### src/rtl/sensor_membuf_drain.sv
// Drain controller: counts completed sensor buffer pages and reads one page per memory grant.
// Optional `SENSOR_DRAIN_STATUS_EN builds the pages_done transfer counter.
module sensor_membuf_drain #(
    parameter int PAGE_WORDS  = 128,
    parameter int NEED_THRESH = 2
) (
    input  logic        mclk,
    input  logic        mrst,
    input  logic        frame_start,
    input  logic        page_written,
    input  logic        xfer_start,
    input  logic        xfer_rd,
    output logic        rpage_set,
    output logic        rpage_next,
    output logic        buf_rd,
    output logic        want_wr,
    output logic        need_wr,
    output logic        xfer_done,
    output logic        overflow,
    output logic [15:0] pages_done
);
    localparam logic [1:0] S_IDLE = 2'd0;
    localparam logic [1:0] S_REQ  = 2'd1;
    localparam logic [1:0] S_XFER = 2'd2;
    localparam logic [1:0] S_NEXT = 2'd3;

    localparam logic [8:0] LAST_WORD = 9'(PAGE_WORDS);
    localparam logic [2:0] THRESH    = 3'(NEED_THRESH);
    localparam logic [2:0] MAX_PEND  = 3'd4;

    logic [1:0] state_q, state_d;
    logic [2:0] pending_q, pending_d;
    logic [8:0] wcnt_q, wcnt_d;
    logic       overflow_q, overflow_d;
    logic       rpage_set_q, rpage_set_d;
    logic       init_q, init_d;

    // frame_start wins over everything, including a word or page completion in flight
    always_comb begin
        buf_rd     = (state_q == S_XFER) && xfer_rd && !frame_start;
        rpage_next = (state_q == S_NEXT) && !frame_start;
        xfer_done  = rpage_next;
        want_wr    = (pending_q != 3'd0) && ((state_q == S_IDLE) || (state_q == S_REQ));
        need_wr    = want_wr && (pending_q >= THRESH);
        rpage_set  = rpage_set_q;
        overflow   = overflow_q;
    end

    always_comb begin
        state_d     = state_q;
        pending_d   = pending_q;
        wcnt_d      = wcnt_q;
        overflow_d  = overflow_q;
        rpage_set_d = init_q;
        init_d      = 1'b0;
        if (frame_start) begin
            state_d     = S_IDLE;
            pending_d   = 3'd0;
            wcnt_d      = 9'd0;
            overflow_d  = 1'b0;
            rpage_set_d = 1'b1;
        end else begin
            case (state_q)
                S_IDLE: if (pending_q != 3'd0) state_d = S_REQ;
                S_REQ:  if (xfer_start) state_d = S_XFER;
                S_XFER: begin
                    if (buf_rd) begin
                        wcnt_d = wcnt_q + 9'd1;
                        if (wcnt_d == LAST_WORD) state_d = S_NEXT;
                    end
                end
                default: begin
                    wcnt_d  = 9'd0;
                    state_d = S_IDLE;
                end
            endcase
            // simultaneous arrival and completion cancel out
            if (page_written && !rpage_next) begin
                if (pending_q == MAX_PEND) overflow_d = 1'b1;
                else pending_d = pending_q + 3'd1;
            end else if (!page_written && rpage_next) begin
                pending_d = pending_q - 3'd1;
            end
        end
    end

    // init_q makes rpage_set pulse once right after reset releases
    always_ff @(posedge mclk) begin
        if (mrst) begin
            state_q     <= S_IDLE;
            pending_q   <= 3'd0;
            wcnt_q      <= 9'd0;
            overflow_q  <= 1'b0;
            rpage_set_q <= 1'b0;
            init_q      <= 1'b1;
        end else begin
            state_q     <= state_d;
            pending_q   <= pending_d;
            wcnt_q      <= wcnt_d;
            overflow_q  <= overflow_d;
            rpage_set_q <= rpage_set_d;
            init_q      <= init_d;
        end
    end

`ifdef SENSOR_DRAIN_STATUS_EN
    logic [15:0] pages_done_q, pages_done_d;

    always_comb begin
        pages_done_d = pages_done_q;
        if (frame_start) pages_done_d = 16'd0;
        else if (xfer_done) pages_done_d = pages_done_q + 16'd1;
    end

    always_ff @(posedge mclk) begin
        if (mrst) pages_done_q <= 16'd0;
        else pages_done_q <= pages_done_d;
    end

    assign pages_done = pages_done_q;
`else
    assign pages_done = 16'd0;
`endif

endmodule

### config.mk
export PLATFORM = sky130hd
export DESIGN_NAME = sensor_membuf_drain
export DESIGN_NICKNAME = d
export VERILOG_FILES = /design/src/rtl/sensor_membuf_drain.sv
export SDC_FILE = /design/constraint.sdc
export NUM_CORES = 1
export LEC_CHECK = 0
export ABC_CLOCK_PERIOD_IN_PS = 2500
export CAP_MARGIN = 20
export CORE_ASPECT_RATIO = 1.4
export CORE_MARGIN = 2
export CORE_UTILIZATION = 30
export CTS_CLUSTER_SIZE = 12
export DETAILED_ROUTE_END_ITERATION = 12
export PLACE_DENSITY = 0.6
export RECOVER_POWER = 100
export SYNTH_ARGS = -nofsm -noshare
export SYNTH_HDL_FRONTEND = slang
export SYNTH_SLANG_ARGS = --single-unit
### constraint.sdc
create_clock -name mclk -period 2.5 [get_ports mclk]
set_clock_uncertainty 0.2 [all_clocks]
set_input_delay 0.375 -clock mclk [delete_from_list [all_inputs] [get_ports mclk]]
set_output_delay 0.375 -clock mclk [all_outputs]
set_load 0.005 [all_outputs]
Word-level counts from Yosys, hierarchy flattened

Cells that the tools add are included.

Flip-flop bits (word level): 17
Output and inout bits: 23

Mux-type cells: 12
Bitwise logic cells: 1
$lt $le $gt $ge: 1
Eq/ne operators: 10
Add/sub/neg operators: 3
Reductions and logical operators: 20

Operators with widths:

| cell                                                                                 | count |
|---|---|
| 9-bit one-hot mux with 2 select lines                                                | 1 |
| 9-bit by 1-bit adder with 9-bit output (second input constant)                       | 1 |
| 9-bit by 8-bit == test with 1-bit output (second input constant)                     | 1 |
| 3-bit 2-to-1 mux                                                                     | 3 |
| 9-bit 2-to-1 mux                                                                     | 1 |
| 2-bit 2-to-1 mux                                                                     | 4 |
| 1-bit logical AND                                                                    | 7 |
| 2-bit inequality test (second input constant)                                        | 3 |
| 2-bit one-hot mux with 3 select lines                                                | 1 |
| 2-bit AND reduction                                                                  | 3 |
| 2-bit == test (second input constant)                                                | 2 |
| 2-bit by 1-bit inequality test with 1-bit output (second input constant)             | 2 |
| 4-bit AND reduction                                                                  | 1 |
| 2-bit OR reduction                                                                   | 2 |
| 3-bit by 1-bit adder with 3-bit output (second input constant)                       | 1 |
| 3-bit == test (second input constant)                                                | 1 |
| 3-bit by 2-bit greater-or-equal comparator with 1-bit output (second input constant) | 1 |
| 1-bit logical NOT                                                                    | 3 |
| 3-bit nonzero test                                                                   | 1 |
| 3-bit by 1-bit subtractor with 3-bit output (second input constant)                  | 1 |
| 2-bit by 1-bit == test with 1-bit output (second input constant)                     | 1 |
| 2-bit logical NOT                                                                    | 1 |
| 1-bit 2-to-1 mux                                                                     | 2 |
| 2-bit nonzero test                                                                   | 1 |
| other kinds (2)                                                                      | 2 |

Longest topological paths before layout

Depth in word-level cells: 6
Depth in mapped cells: 8
Gate-level depth less buffers: 7

Worst setup path after synthesis

No wires, ideal clock.

Path kind: reg-to-reg
Start point: register state_q[0]
End point: register pending_q[2]
Library setup time: 91 ps
Setup slack: 472 ps
Buffers on the path: 0
Arrival: 1,737 ps
Cell stages (with the launch flop): 7
Data required time: 2,209 ps
Cells stage by stage: dfxtp_1 > ha_1 > nand2b_1 > nand2_1 > fa_1 > or3_1 > a311oi_1

Longest elaborated chain between the ends: 6
Elaborated cells on any way between the ends: 9
Classes of those cells: eq/ne: 2; mux: 1; reduce/logical: 6

RTL lines:

| what                                                                         | line | text |
|---|---|---|
| start, declared                                                              | 31   | `logic [1:0] state_q, state_d;` |
| start signal, assigned                                                       | 97   | `state_q <= state_d;` |
| 2-bit == test (*)                                                            | 41   | `rpage_next = (state_q == S_NEXT) && !frame_start;` |
| 1-bit logical AND (*)                                                        | 41   |  |
| 1-bit logical NOT                                                            | 78   | `if (page_written && !rpage_next) begin` |
| 1-bit logical AND                                                            | 78   |  |
| 2-bit inequality test (no line) / 2-bit nonzero test (equally long branches) | -    |  |
| 2-bit AND reduction (no line)                                                | -    |  |
| end signal, assigned                                                         | 98   | `pending_q <= pending_d;` |
| end, declared                                                                | 32   | `logic [2:0] pending_q, pending_d;` |

Mark *: on every way between the ends. The rest lies on a longest branch, timed or not.
A chain may end at the register's enable or synchronous reset.

Worst setup path after layout

Start point: input port frame_start
End point: output port xfer_done

Longest elaborated chain between the ends: 2

RTL lines:

| what              | line | text |
|---|---|---|
| start, declared   | 9    | `input logic frame_start,` |
| 1-bit logical NOT | 41   |  |
| 1-bit logical AND | 41   |  |
| end, declared     | 18   | `output logic xfer_done,` |

No other way between the ends.

==> flow_summary.toml <==
[grt]
grt_pass1_wl_mm = 4.13
grt_pass1_vias = 980
grt_max_degree = 15
grt_overflow = 0
globalRouteTotalUtil = 0.117
grt_antenna_before_repair = 0

[sta]
hold_slack_ns = 0.241
rsz0062_at_grt = "false"
setup_viol = 0
drv_slew = 0
maxSlewHeadroom = 0.429
fin_tns_setup_ns = 0
final.setup.worst_slack_ns = 0.172
layout_min_cycle_time_ns = 2.33
post-route-period-util = 0.931
max_freq_mhz = 430
hold_viol = 0
worstMarginPinSlew_ns = 0.857

[placed_design]
dp_hpwl_mm = 1.84
numPlacedInstances = 197
place.port_buffers = 12
place_congestion = 0.918
pre_cts_ws_ns = 0.102

[synth]
synth_area_per_cell_um2 = 7.90
async_flop_share = 0
ys_warn_count = 0
ys.flop_type = "dfxtp_1"
netlist_instances = 145
synth_seq_cells = 17
synth_edf_count = 0
netlist-cell-type-count = 41
synth-seq-area-share = 0.297
synthesis.area_mm2 = 0.00114

[floorplan]
initial_core_util = 0.314
die_area_mm2 = 0.00433
core_area_mm2 = 0.00364
die_h_um = 77.1
rows = 26
ios = 29
die-width_um = 56.2

[cts]
clockBufferDepth = 2
cts_made_buffers = 3
holdBufCountCts = 0
cts_resized = 0
ctsHtreeMaxLevel = 1
post_cts_buffers = 0
cts.sinks = 17
clkTransAtPathRegs_ns = 0.07
root_buffer = "clkbuf_8"
tritoncts = "built"
clkLatencyLatePin_ns = 0.25

[layout]
area_growth_syn_to_layout_pct = 13.3
final_layout_size_suffix_gt1_frac = 0.0755
stdcell_count = 201
n_antenna_cell = 0
nets = 172

[detailed_routing]
vias = 1028
first_iter_violations = 10
wire_per_inst_um = 11.7
routed_wirelength_mm = 2.35
via_per_inst = 5.11
drc = 0
final_antenna_net_count = 0
drt_pass1_iterations = 4

[worst_setup_path]
critPathRequiredTime_ns = 1.92
crit_type = "in -> out"
start_kind = "primary input"
r2r_cells = 6
cp.arrival_ns = 1.75
path_max_fanout = 7
crit_path_end_kind = "output port"

[worst_hold_path]
holdPathStages = 2
hold_class = "reg -> reg"

[flow_run]
drv_cap = 0

[pwr]
ir_worst_vdd_uv = 225
leakage_uw = 0.000498
p_per_area_mw_per_mm2 = 431

[run_status]
status = "completed"
[sequential cells by signal, summed over array words and instances, names as in the netlist]
name       flops
wcnt_q         9
pending_q      3
state_q        2
init_q         1
overflow       1
rpage_set      1
[worst paths after layout]
check / startpoint / to / slack (ns)
worst min-delay path: init_q / rpage_set / 0.24
worst max register to register: wcnt_q[0] / state_q[0] / 0.29
worst max-delay path: frame_start / xfer_done / 0.17
worst min register to register: init_q / rpage_set / 0.24
[kinds of logic (layout without fill, tap and decap cells)]
group	count (synthesis)	count (layout)	share of synthesized area
buffers and inverters	28	27	0.155
muxes	3	3	0.0262
AOI/OAI and AO/OA	34	34	0.190
DFF	17	17	0.297
xor gates and xnor gates	1	1	0.00765
and+or+nand+nor	55	55	0.248
adders and majority gates	6	6	0.0721
other	1	16	0.00328
[through the flow]
step	cell area [µm²]	utilization	power, µW
4_1_cts	1300	0.356	566
2_1_floorplan	1200	-	348
3_3_place_gp	1250	0.344	357
3_5_place_dp	1250	0.344	359
6_report	1300	0.356	559
5_1_grt	1300	0.356	595
[layout by cell type, fill, tap and decap left out, types with 5 or more instances in the layout]
| master | count |
|---|---|
| nor2_1 | 20 |
| dfxtp_1 | 17 |
| conb_1 | 16 |
| a21oi_1 | 12 |
| nand2_1 | 11 |
| o21ai_0 | 9 |
| inv_1 | 7 |
| clkdlybuf4s50_1 | 7 |
| ha_1 | 5 |
| dlygate4sd3_1 | 5 |
[worst max-delay path, cell delays in order]
cell,delay (ns)
clkdlybuf4s50_1,0.43
nand2b_1,0.17
buf_4,0.16
inv_1,0.06
dlygate4sd3_1,0.57
[power breakdown]
group          switching (µW)  internal [µW]
clock network            96.6            111
registers                4.85            276
logic                    38.2           33.0
total                     140            419
[routing by layer]
layer  GRT usage  share of wire  vias to the layer above
met2       0.202           0.51                       34
met4      0.0690          0.019                        0
li1            -              -                      502
met5           0              0                        -
met1       0.128           0.42                      488
met3      0.0253          0.052                        4
[synthesized netlist by cell type (all sizes together), types with 2 or more instances]
cell type,number,share of area
nand4b,2,0.015
nand3,3,0.017
nor4,2,0.011
nand2,11,0.036
o311ai,2,0.015
or4,2,0.013
nor2,21,0.069
mux2i,3,0.026
a311oi,2,0.015
o21ai,9,0.039
buf,19,0.13
or3,3,0.016
ha,5,0.055
clkbuf,2,0.0066
dfxtp,17,0.30
and2,3,0.016
inv,7,0.023
a21oi,12,0.052
[final cells by class]
| cell class | instances | area [µm²] |
|---|---|---|
| fill | 399 | 2350 |
| multi-input combinational | 115 | 686 |
| sequential | 17 | 340 |
| timing repair buffer | 16 | 146 |
| tap | 42 | 52.6 |
| clock buffer | 3 | 41.3 |
| inverter | 7 | 26.3 |
| clock inverter | 1 | 5.00 |
No activity file was read; power rests on OpenSTA's default activity.
